[src/rtl/uart_bus_master.sv]
// uart_bus_master: decodes W/R/B byte commands from the serial receiver and masters the
// 6502 bus while the CPU is held, returning acks and read data as a byte stream.
module uart_bus_master #(
   parameter logic [19:0] TIMEOUT = 20'd500000
) (
   input  logic        i_clk,
   input  logic        i_reset,
   input  logic [7:0]  i_rx_data,
   input  logic        i_rx_valid,
   output logic [7:0]  o_tx_data,
   output logic        o_tx_valid,
   input  logic        i_tx_ready,
   output logic        o_bus_req,
   input  logic        i_bus_gnt,
   output logic [15:0] o_bus_addr,
   output logic [7:0]  o_bus_dout,
   output logic        o_bus_we,
   input  logic [7:0]  i_bus_din,
   output logic        o_busy,
   output logic        o_err
);
   typedef enum logic [2:0] {
      S_IDLE, S_GET_AH, S_GET_AL, S_GET_ARG, S_REQ, S_ACCESS, S_CAPTURE, S_RESP
   } state_t;
   state_t      r_state, w_next;
   logic [7:0]  r_op, r_arg, r_tx_data;
   logic [15:0] r_addr;
   logic [8:0]  r_cnt;
   logic [19:0] r_tmo;
   logic        r_err;
   logic        w_get, w_known, w_is_w, w_is_r, w_is_b, w_more, w_tmo_hit, w_err;
   assign w_get     = (r_state == S_GET_AH) || (r_state == S_GET_AL) || (r_state == S_GET_ARG);
   assign w_known   = (i_rx_data == 8'h57) || (i_rx_data == 8'h52) || (i_rx_data == 8'h42);
   assign w_is_w    = r_op == 8'h57;
   assign w_is_r    = r_op == 8'h52;
   assign w_is_b    = r_op == 8'h42;
   assign w_more    = w_is_b && (r_cnt > 9'd1);
   assign w_tmo_hit = (TIMEOUT != 20'd0) && w_get && !i_rx_valid && (r_tmo == TIMEOUT - 20'd1);
   assign w_err     = (i_rx_valid && ((r_state == S_IDLE) ? !w_known : !w_get)) || w_tmo_hit;
   always_comb begin
      w_next = r_state;
      case (r_state)
         S_IDLE:    w_next = i_rx_valid ? (w_known ? S_GET_AH : S_RESP) : r_state;
         S_GET_AH:  w_next = i_rx_valid ? S_GET_AL : r_state;
         S_GET_AL:  w_next = i_rx_valid ? (w_is_r ? S_REQ : S_GET_ARG) : r_state;
         S_GET_ARG: w_next = i_rx_valid ? S_REQ : r_state;
         S_REQ:     w_next = i_bus_gnt ? S_ACCESS : r_state;
         S_ACCESS:  w_next = !i_bus_gnt ? S_REQ : (w_is_w ? S_RESP : S_CAPTURE);
         S_CAPTURE: w_next = S_RESP;
         S_RESP:    w_next = i_tx_ready ? (w_more ? S_ACCESS : S_IDLE) : r_state;
         default:   w_next = S_IDLE;
      endcase
      if (w_tmo_hit) w_next = S_IDLE;
   end
   // Bus-facing strobes decode straight from state so reset drops them asynchronously
   assign o_bus_we   = (r_state == S_ACCESS) && i_bus_gnt && w_is_w;
   assign o_bus_req  = (r_state == S_REQ) || (r_state == S_ACCESS) || (r_state == S_CAPTURE) ||
                       ((r_state == S_RESP) && w_more);
   assign o_bus_addr = r_addr;
   assign o_bus_dout = o_bus_we ? r_arg : 8'h00;
   assign o_tx_valid = r_state == S_RESP;
   assign o_tx_data  = r_tx_data;
   assign o_busy     = r_state != S_IDLE;
   assign o_err      = r_err;
   always_ff @(posedge i_clk or posedge i_reset) begin
      if (i_reset) begin
         r_state   <= S_IDLE;
         r_op      <= 8'h00;
         r_arg     <= 8'h00;
         r_addr    <= 16'h0000;
         r_cnt     <= 9'd0;
         r_tmo     <= 20'd0;
         r_tx_data <= 8'h00;
         r_err     <= 1'b0;
      end else begin
         r_state <= w_next;
         r_err   <= w_err;
         r_tmo   <= (w_get && !i_rx_valid) ? r_tmo + 20'd1 : 20'd0;
         if (r_state == S_IDLE && i_rx_valid) begin
            r_op      <= i_rx_data;
            r_tx_data <= 8'h3F;
         end
         if (r_state == S_GET_AH && i_rx_valid) r_addr[15:8] <= i_rx_data;
         if (r_state == S_GET_AL && i_rx_valid) r_addr[7:0] <= i_rx_data;
         // N=0 encodes a 256-byte block
         if (r_state == S_GET_ARG && i_rx_valid) begin
            r_arg <= i_rx_data;
            r_cnt <= {i_rx_data == 8'h00, i_rx_data};
         end
         if (o_bus_we) r_tx_data <= 8'h4B;
         if (r_state == S_CAPTURE) r_tx_data <= i_bus_din;
         if (r_state == S_RESP && i_tx_ready && w_more) begin
            r_cnt  <= r_cnt - 9'd1;
            r_addr <= r_addr + 16'd1;
         end
      end
   end
endmodule
[config.mk]
export PLATFORM = sky130hd
export DESIGN_NAME = uart_bus_master
export DESIGN_NICKNAME = d
export VERILOG_FILES = /design/src/rtl/uart_bus_master.sv
export SDC_FILE = /design/constraint.sdc
export NUM_CORES = 1
export LEC_CHECK = 0
export ABC_CLOCK_PERIOD_IN_PS = 2900
export BUFFER_PORTS_ARGS = -buffer_cell sky130_fd_sc_hd__buf_2
export CAP_MARGIN = 30
export CORE_MARGIN = 4
export CORE_UTILIZATION = 30
export DETAILED_ROUTE_END_ITERATION = 10
export SETUP_SLACK_MARGIN = 0.02
export SYNTH_ARGS = -nofsm -noshare
export SYNTH_HDL_FRONTEND = slang
export SYNTH_SLANG_ARGS = --single-unit
[constraint.sdc]
create_clock -name i_clk -period 2.9 [get_ports i_clk]
set_clock_uncertainty 0.05 [all_clocks]
set_input_delay 0.58 -clock i_clk [delete_from_list [all_inputs] [get_ports i_clk]]
set_output_delay 0.58 -clock i_clk [all_outputs]
set_load 0.05 [all_outputs]
==> results by group, run 1 <==
Placed design
  – Dpl hpwl: approximately 7400 um
  – DP Area: 0.00442 sq mm
  – Port Buffers: 57
  – GP Congestion: about 0.85

Logic synthesis
  – Post-synth top flop: dfrtp_1
  – Synth Net Count: ~450
  – Synth Cell Area: 0.00391 sq mm
  – Cells after synthesis: between 400 and 500
  – Register bit count reported by yosys: 73
  – Yosys cell types: 62
  – Yosys warning total: 0
  – Syn Area/Cell: roughly 9.2 sq um
  – Async S/R FF share, synth: 1.00
  – Post-synth EDFFs: 0
  – Register area share after synthesis: 0.467

Clock tree
  – CTS tree: yes
  – H-tree depth: 3
  – PostCTS Resize Cnt: 0
  – TritonCTS Buffers: 9
  – Clk root buf: clkbuf_16
  – Clock transition at path regs: 0.06 ns
  – # clock sinks: 73
  – Bufs on Longest Clock Path: 2
  – Clock Latency Late Sink: between 0.3 and 0.4 ns

Power
  – Switching part of the total: 0.439
  – Clock Power Share: 0.235
  – Pwr per Cell Area: 1020 mW/mm^2
  – Switch Pwr: 2120 uW
  – Worst VDD drop: between 0.3 and 0.4 mV
  – Flop pwr share: 0.357
  – Static leakage: 0.00203 uW
  – Power share of the combinational group: 0.409
  – Internal: 2720 uW

Floorplanning
  – Die Wd: roughly 120 um
  – Initial Util: 0.308
  – Die Y: ~120 um
  – Core ar.: about 0.013 sq mm
  – # IOs: 58
  – Die ar.: approximately 0.015 sq mm
  – # rows: 41

Setup path
  – Slowest-stage cell, CP: or4b_4
  – CP max stage delay: ~0.58 ns
  – Worst path arrival time: between 2 and 2.5 ns
  – R2R depth: 5
  – CP endpoint kind: output pin
  – CP Cell Sequence: or4b_4 > nor4_4 > buf_4 > and2_1 > buf_2
  – Critical path class: reg -> out
  – Flop-to-flop setup slack: around 0.74 ns
  – R2R Path Start: r_op[3]
  – CP required: between 2 and 2.5 ns
  – Critical path's top delay family: simple AND/OR/NAND/NOR gates
  – Critical path launch point type: flop
  – Max FO, Critical Path: 10
  – CP bufs+invs: 2
  – RR Endpoint: r_cnt[7]

Drt
  – # DRC: 0
  – Routed WL: 10600 um
  – Starting DRT DRC Count: between 200 and 300
  – Pre-antenna DRT Iters: 4
  – WL/cell: about 16 um
  – Vias post-DR: roughly 3400
  – ANT nets after route: 0
  – Vias/cell: about 5.2

Status
  – Status: finished clean

Cells and area
  – Commonest non-fill, non-tap cells in the layout: dfrtp_1 (73), nand2_1 (59), buf_2 (57), nor2_1 (51), nor3_1 (21)
  – Fin nets: a little over 500
  – Share of layout cells above drive strength 1: 0.231
  – Filler cells: 1331
  – Leading cell type in the layout, fill and taps excluded: dfrtp_1
  – Area growth from synthesis to layout: 21.1%
  – Finished Cell Area: between 0.004 and 0.005 sq mm

GRT
  – Pin count of the biggest net entering global routing: 74
  – Antenna violations before repair: 2
  – First-pass GRT wire length: between 15000 and 20000 um
  – GR Overflow Total: 0
  – GR Util All Layers: 0.146
  – Number of global-route vias before repair: between 3000 and 4000

Min path
  – Hold Path Class: in -> async

Timing
  – Slew @ Worst Pin: 0.799 ns
  – Fin crit share: 0.935
  – Final Max Tran Viols: 0
  – Max Clk Rate: 0.369 GHz
  – RSZ-0062 raised after global routing: no
  – Min cycle time layout: approximately 2.7 ns
  – Final TNS setup: 0 ns
  – Final setup viols: 0
  – Slew Limit Headroom: 0.466
  – Final hold violations: 0

Flow run
  – Max cap viols: 0
## synth_stat cells (3+ instances only)
library cell,number,area (sq um)
a31oi_1,3,18.8
o21ai_0,11,55.1
o21a_1,4,30.0
a211oi_1,3,22.5
o21bai_1,3,22.5
nand3_1,18,90.1
o31ai_1,3,22.5
o22ai_1,6,37.5
xor2_1,6,52.6
nor4_1,7,43.8
nor3_1,21,105
inv_1,13,48.8
buf_2,6,30.0
ha_1,4,50.1
xnor2_1,11,96.3
and3_1,6,37.5
and2_1,10,62.6
and4_1,4,35.0
a21oi_1,18,90.1
clkbuf_1,8,30.0
a21o_1,3,22.5
nand2_1,59,221
or3_1,7,43.8
nand4_1,13,81.3
mux2_2,8,90.1
dfrtp_1,73,1830
nor2_1,51,191
o221a_2,4,45.0
nand2b_1,3,18.8
## layout make-up
class / count / area [sq um] / share of cell area
antenna: 1 / 2.50 / 0.000528
clock buffer: 11 / 253 / 0.0533
clock inverter: 5 / 53.8 / 0.0114
inverter: 13 / 48.8 / 0.0103
multi-input combinational: 326 / 1970 / 0.417
sequential: 73 / 1830 / 0.385
tap: 172 / 215 / 0.0454
timing repair buffer: 66 / 365 / 0.0771
## power groups by stage
stage / logic [uW] / registers, uW / clock network [uW]
after CTS: 1990 / 1720 / 1160
after global placement: 1950 / 1710 / 0
after global routing: 2140 / 1780 / 1220
final: 1980 / 1730 / 1140
after detailed placement: 1980 / 1730 / 0
after floorplan: 961 / 2220 / 0
## through the flow
| stage | utilization | power [uW] | worst slack (ns) | hold WS (ns) | cells |
|---|---|---|---|---|---|
| detailed placement | 0.347 | 3710 | 0.307 | 0.405 | 648 |
| floorplan | - | 3180 | 0.160 | 0.387 | 427 |
| global route | 0.373 | 5140 | 0.0976 | 0.323 | 667 |
| finish | 0.373 | 4840 | 0.190 | 0.280 | 667 |
| CTS | 0.372 | 4880 | 0.187 | 0.300 | 666 |
| global placement | 0.347 | 3670 | 0.337 | 0.401 | 648 |
## kinds of logic after synthesis
kind of cell,synth area share
compound gates,0.141
xor+xnor,0.0380
fa+ha+maj,0.0128
buf+inv,0.0288
flops,0.467
mux,0.0230
simple gates,0.290
## state kept, by name, summed over array words and instances (netlist names)
signal,flops
r_arg,8
o_bus_addr,16
r_tmo,20
o_err,1
r_cnt,9
r_state,3
r_op,8
o_tx_data,8
## worst reg2reg max path: stages, from the launching register on
cell and delay, ns:
dfrtp_1 0.40, nor4_2 0.39, and3_1 0.28, nand2_2 0.30, or4_1 0.59, nand3_1 0.09
## routing by layer
metal  share of wire  GRT usage  vias up  wire length [um]
met5          0.0015          0        -                16
li1                -          -     1670                 -
met1            0.46      0.196     1652              4880
met3           0.053     0.0350       16               558
met2            0.46      0.225      104              4910
met4           0.018     0.0637        2               190
## worst max path at each step
stage                 start             to  slack, ns  depth (start not counted)
finish              r_op[3]  o_bus_dout[1]       0.19                          5
floorplan           r_op[3]  o_bus_dout[0]       0.16                          4
global route        r_op[3]  o_bus_dout[2]        0.1                          5
CTS                 r_op[3]  o_bus_dout[2]       0.19                          5
detailed placement  r_op[3]  o_bus_dout[2]       0.31                          4
global placement    r_op[3]  o_bus_dout[2]       0.34                          4
## repair_timing
item / in CTS / in global routing
setup endpoints to repair: 8 / 0
hold buffers: 0 / 0
buffers inserted: 2 / 0
(Power assumes the default switching activity.)
==> run 2, diff against run 1 <==
--- a/config.mk
+++ b/config.mk
@@ -10,6 +10,7 @@
 export CAP_MARGIN = 30
 export CORE_MARGIN = 4
 export CORE_UTILIZATION = 30
+export CTS_BUF_LIST = sky130_fd_sc_hd__clkbuf_4 sky130_fd_sc_hd__clkbuf_8
 export DETAILED_ROUTE_END_ITERATION = 10
 export SETUP_SLACK_MARGIN = 0.02
 export SYNTH_ARGS = -nofsm -noshare
==> results by group, run 2 (same netlist as run 1, synthesis figures left out) <==
Setup path
  – Critical path's top delay family: simple AND/OR/NAND/NOR gates
  – Max FO, Critical Path: 10
  – Flop-to-flop setup slack: approximately 0.7 ns
  – Critical path launch point type: flop
  – Critical path class: reg -> out
  – CP endpoint kind: output pin
  – CP bufs+invs: 2
  – R2R Path Start: r_op[3]
  – CP Cell Sequence: or4b_4 > nor4_4 > buf_4 > and2_1 > buf_2
  – CP max stage delay: ~0.58 ns
  – Worst setup path startpoint: r_op[3]
  – Slowest-stage cell, CP: or4b_4
  – CP required: 2.27 ns
  – Worst path arrival time: ~2.1 ns

Clock tree
  – Bufs on Longest Clock Path: 2
  – Post-CTS Hold Fix Bufs: 0
  – H-tree depth: 3
  – Clock transition at path regs: about 0.08 ns
  – PostCTS Resize Cnt: 0
  – Clock Latency Late Sink: 0.35 ns
  – TritonCTS Buffers: 9
  – CTS tree: yes
  – # clock sinks: 73
  – Post-CTS setup buffers: 2
  – Clk root buf: clkbuf_8

Cells and area
  – Largest reg by FF count: r_tmo
  – Leading cell type in the layout, fill and taps excluded: dfrtp_1
  – Area growth from synthesis to layout: 18.5%
  – Number of flip-flops in the largest register: 20
  – Commonest non-fill, non-tap cells in the layout: dfrtp_1 (73), nand2_1 (59), buf_2 (57), nor2_1 (51), nor3_1 (21)
  – Share of layout cells above drive strength 1: 0.231
  – Filler cells: between 1000 and 1500
  – Fin nets: around 500

Drt
  – # DRC: 0
  – Pre-antenna DRT Iters: 4
  – Vias post-DR: 3410
  – Starting DRT DRC Count: 240
  – ANT nets after route: 0
  – Routed WL: ~10000 um
  – WL/cell: roughly 16 um
  – Vias/cell: 5.11

GRT
  – Pin count of the biggest net entering global routing: 74
  – Number of global-route vias before repair: 3351
  – GR Util All Layers: 0.145
  – First-pass GRT wire length: between 15000 and 20000 um
  – GR Overflow Total: 0
  – Antenna violations before repair: 2

Timing
  – RSZ-0062 raised after global routing: no
  – Setup ws final: about 0.17 ns
  – Final hold violations: 0
  – Slew Limit Headroom: 0.483
  – Fin crit share: 0.941
  – Slew @ Worst Pin: just under 0.8 ns
  – Min cycle time layout: 2.73 ns
  – Final Max Tran Viols: 0
  – Max Clk Rate: ~0.37 GHz
  – Final setup viols: 0
  – Final TNS setup: 0 ns

Floorplanning
  – Die Y: around 120 um
  – Core ar.: 0.0127 sq mm
  – # rows: slightly above 40
  – # IOs: 58
  – Die ar.: roughly 0.015 sq mm
  – Die Wd: ~120 um
  – Initial Util: 0.308

Power
  – Static leakage: between 0.0015 and 0.002 uW
  – Worst VDD drop: 0.395 mV
  – Tot Pwr: approximately 4500 uW
  – Pwr per Cell Area: a little under 1000 mW/mm^2

Placed design
  – Pre-CTS setup slack: approximately 0.3 ns
  – GP Congestion: about 0.85
  – Port Buffers: 57
  – Dpl hpwl: roughly 7400 um

Status
  – Status: finished clean

Flow run
  – Max cap viols: 0

Min path
  – Hold Path Class: in -> async
## run 2: cell types whose count changed in the layout (fill, tap and decap cells not counted)
| cell | previous run | this run |
|---|---|---|
| clkbuf_8 | 2 | 11 |
| clkbuf_16 | 9 | 0 |
## run 2: per-stage QoR
step                hold WS, ns  utilization  instance area, sq um  cells
floorplan                 0.387            -                  3910    427
finish                    0.239        0.365                  4640    667
global placement          0.401        0.347                  4420    648
global route              0.289        0.365                  4640    667
CTS                       0.271        0.364                  4640    666
detailed placement        0.405        0.347                  4420    648
## run 2: power breakdown
part	internal (uW)	switching (uW)	leakage [uW]
Sequential	1370	352	0.000911
Combinational	633	1340	0.000962
Clock	442	389	0.000109
Total	2440	2080	0.00198
## run 2: worst paths after layout
path                                 endpoint  cells past startpoint
worst max register to register       r_cnt[7]                      5
min in group i_clk               o_tx_data[7]                      3
worst max-delay path            o_bus_dout[1]                      5
worst min-delay path            o_bus_addr[4]                      3
max in group asynchronous            r_arg[5]                      3
worst min register to register       r_arg[0]                      2
## run 2: final cells by class
cell class | count | area, sq um | share of cell area
antenna | 1 | 2.50 | 0.000540
timing repair buffer | 66 | 365 | 0.0788
multi-input combinational | 326 | 1970 | 0.426
inverter | 13 | 48.8 | 0.0105
clock inverter | 5 | 53.8 | 0.0116
tap | 172 | 215 | 0.0464
clock buffer | 11 | 151 | 0.0326
sequential | 73 | 1830 | 0.394
## run 2: layer usage
metal,global-route usage,share of wire,vias up
met5,0,0.0018,-
met4,0.0637,0.015,2
met3,0.0323,0.057,13
met2,0.223,0.47,93
met1,0.195,0.46,1635
li1,-,-,1667
## run 2: worst min-delay path, stage by stage
cell and delay, ns:
buf_2 0.10, inv_2 0.06, buf_12 0.31
==> run 3, diff against run 2 <==
--- a/config.mk
+++ b/config.mk
@@ -8,6 +8,7 @@
 export ABC_CLOCK_PERIOD_IN_PS = 2900
 export BUFFER_PORTS_ARGS = -buffer_cell sky130_fd_sc_hd__buf_2
 export CAP_MARGIN = 30
+export CORE_ASPECT_RATIO = 0.7
 export CORE_MARGIN = 4
 export CORE_UTILIZATION = 30
 export CTS_BUF_LIST = sky130_fd_sc_hd__clkbuf_4 sky130_fd_sc_hd__clkbuf_8
==> results by group, run 3 (same netlist as run 1, synthesis figures left out) <==
Setup path
  – Critical path launch point type: flop
  – R2R depth: 5
  – Setup crit end: o_bus_dout[4]
  – R2R Path Start: r_state[2]
  – CP required: about 2.3 ns
  – RR Endpoint: r_cnt[7]
  – Critical path class: reg -> out
  – Worst setup path startpoint: r_op[3]
  – Max FO, Critical Path: 10
  – Worst path arrival time: 2.15 ns
  – CP endpoint kind: output pin
  – Flop-to-flop setup slack: about 0.63 ns

GRT
  – Pin count of the biggest net entering global routing: 74
  – GR Util All Layers: 0.152
  – Number of global-route vias before repair: roughly 3500
  – Antenna violations before repair: 0
  – GR Overflow Total: 0
  – First-pass GRT wire length: approximately 18000 um

Drt
  – ANT nets after route: 0
  – Routed WL: ~11000 um
  – # DRC: 0
  – Vias/cell: 5.33
  – WL/cell: roughly 17 um
  – Routed wl met3: approximately 530 um
  – Vias post-DR: ~3500
  – Starting DRT DRC Count: approximately 300
  – Met1 wire length: about 5300 um
  – Max layer used: met4
  – DR WL met2: approximately 4800 um
  – Pre-antenna DRT Iters: 4

Clock tree
  – Clock Latency Late Sink: around 0.36 ns
  – TritonCTS Buffers: 9
  – Bufs on Longest Clock Path: 2
  – Clk root buf: clkbuf_8
  – Post-CTS setup buffers: 0
  – # clock sinks: 73
  – CTS tree: yes
  – H-tree depth: 3
  – Clock transition at path regs: roughly 0.090 ns

Timing
  – Min cycle time layout: 2.78 ns
  – Max Clk Rate: 0.360 GHz
  – Fin crit share: 0.958
  – Final Max Tran Viols: 0
  – Slew @ Worst Pin: roughly 0.80 ns
  – Hold_ws: about 0.26 ns
  – RSZ-0062 raised after global routing: no
  – Slew Limit Headroom: 0.467
  – Final hold violations: 0
  – Final TNS setup: 0 ns
  – Final setup viols: 0

Placed design
  – Dpl hpwl: 7720 um
  – GP Congestion: ~0.84
  – Port Buffers: 57

Flow run
  – Max cap viols: 0

Min path
  – Hold Path Class: in -> async

Floorplanning
  – # rows: 34
  – # IOs: 58
  – Die Y: ~100 um
  – Die Wd: between 100 and 150 um
  – Initial Util: 0.311
  – Core ar.: between 0.01 and 0.015 sq mm
  – Die ar.: between 0.01 and 0.015 sq mm

Cells and area
  – Area growth from synthesis to layout: 18.4%
  – Ant diodes: 0
  – Leading cell type in the layout, fill and taps excluded: dfrtp_1
  – Commonest non-fill, non-tap cells in the layout: dfrtp_1 (73), nand2_1 (59), nor2_1 (51), buf_2 (49), nor3_1 (21)
  – Fin nets: around 500
  – Number of flip-flops in the largest register: 20
  – Largest reg by FF count: r_tmo
  – Share of layout cells above drive strength 1: 0.226
  – Filler cells: 1271

Status
  – Status: finished clean

Power
  – Pwr per Cell Area: between 900 and 1000 mW/mm^2
  – Worst VDD drop: approximately 0.52 mV
  – Static leakage: slightly below 0.002 uW
[run 3: cell types whose count changed in the layout (fill, tap and decap cells not counted)]
| cell | change |
|---|---|
| buf_2 | -8 |
| buf_4 | -3 |
| buf_6 | +1 |
| bufinv_16 | +1 |
| clkbuf_4 | +8 |
| clkbuf_8 | -2 |
| clkinv_4 | -1 |
| clkinvlp_4 | +1 |
| diode_2 | -1 |
[run 3: timing repair]
action	CTS	global route
resized for setup	0	10
hold buffers	0	0
setup endpoints to repair	0	8
endpoints found under the hold margin	0	0
[run 3: routing by layer]
metal,up-vias,global-route usage
met5,-,0
met2,89,0.220
met4,0,0.0439
li1,1663,-
met3,17,0.0419
met1,1713,0.220
[run 3: cell type report]
class                           count  area [sq um]  area share
Multi-Input combinational cell    326          1970       0.426
Sequential cell                    73          1830       0.394
Timing Repair Buffer               63           367      0.0791
Tap cell                          162           203      0.0437
Clock buffer                       10           131      0.0284
Clock inverter                      6          82.6      0.0178
Inverter                           13          48.8      0.0105
[run 3: power by group]
part / internal [uW] / switching (uW) / total [uW] / leakage [uW]
Combinational: 613 / 1320 / 1930 / 0.000942
Sequential: 1370 / 393 / 1760 / 0.000911
Clock: 490 / 406 / 896 / 0.000109
[run 3: through the flow]
step / worst slack, ns / cell area, sq um / power (uW) / cells / util
3_3_place_gp: 0.497 / 4400 / 3650 / 637 / 0.349
4_1_cts: 0.0284 / 4610 / 4620 / 653 / 0.366
5_1_grt: 0.0112 / 4630 / 4890 / 653 / 0.368
3_5_place_dp: 0.434 / 4400 / 3700 / 637 / 0.349
2_1_floorplan: 0.160 / 3910 / 3180 / 427 / -
6_report: 0.121 / 4630 / 4590 / 653 / 0.368
[run 3: worst min-delay path by stage]
| stage | to | slack, ns | cells after the start |
|---|---|---|---|
| after floorplan | r_arg[3] | 0.39 | 2 |
| after global placement | r_arg[2] | 0.42 | 2 |
| after detailed placement | r_arg[4] | 0.41 | 2 |
| after CTS | r_tmo[4] | 0.26 | 3 |
| after global routing | r_cnt[1] | 0.28 | 3 |
| final | r_cnt[1] | 0.26 | 3 |
[run 3: worst max-delay path, cell delays in order, from the launching register on]
cell	delay, ns
dfrtp_1	0.40
or4b_4	0.58
nor4_4	0.27
buf_6	0.18
and2_1	0.13
clkbuf_4	0.22
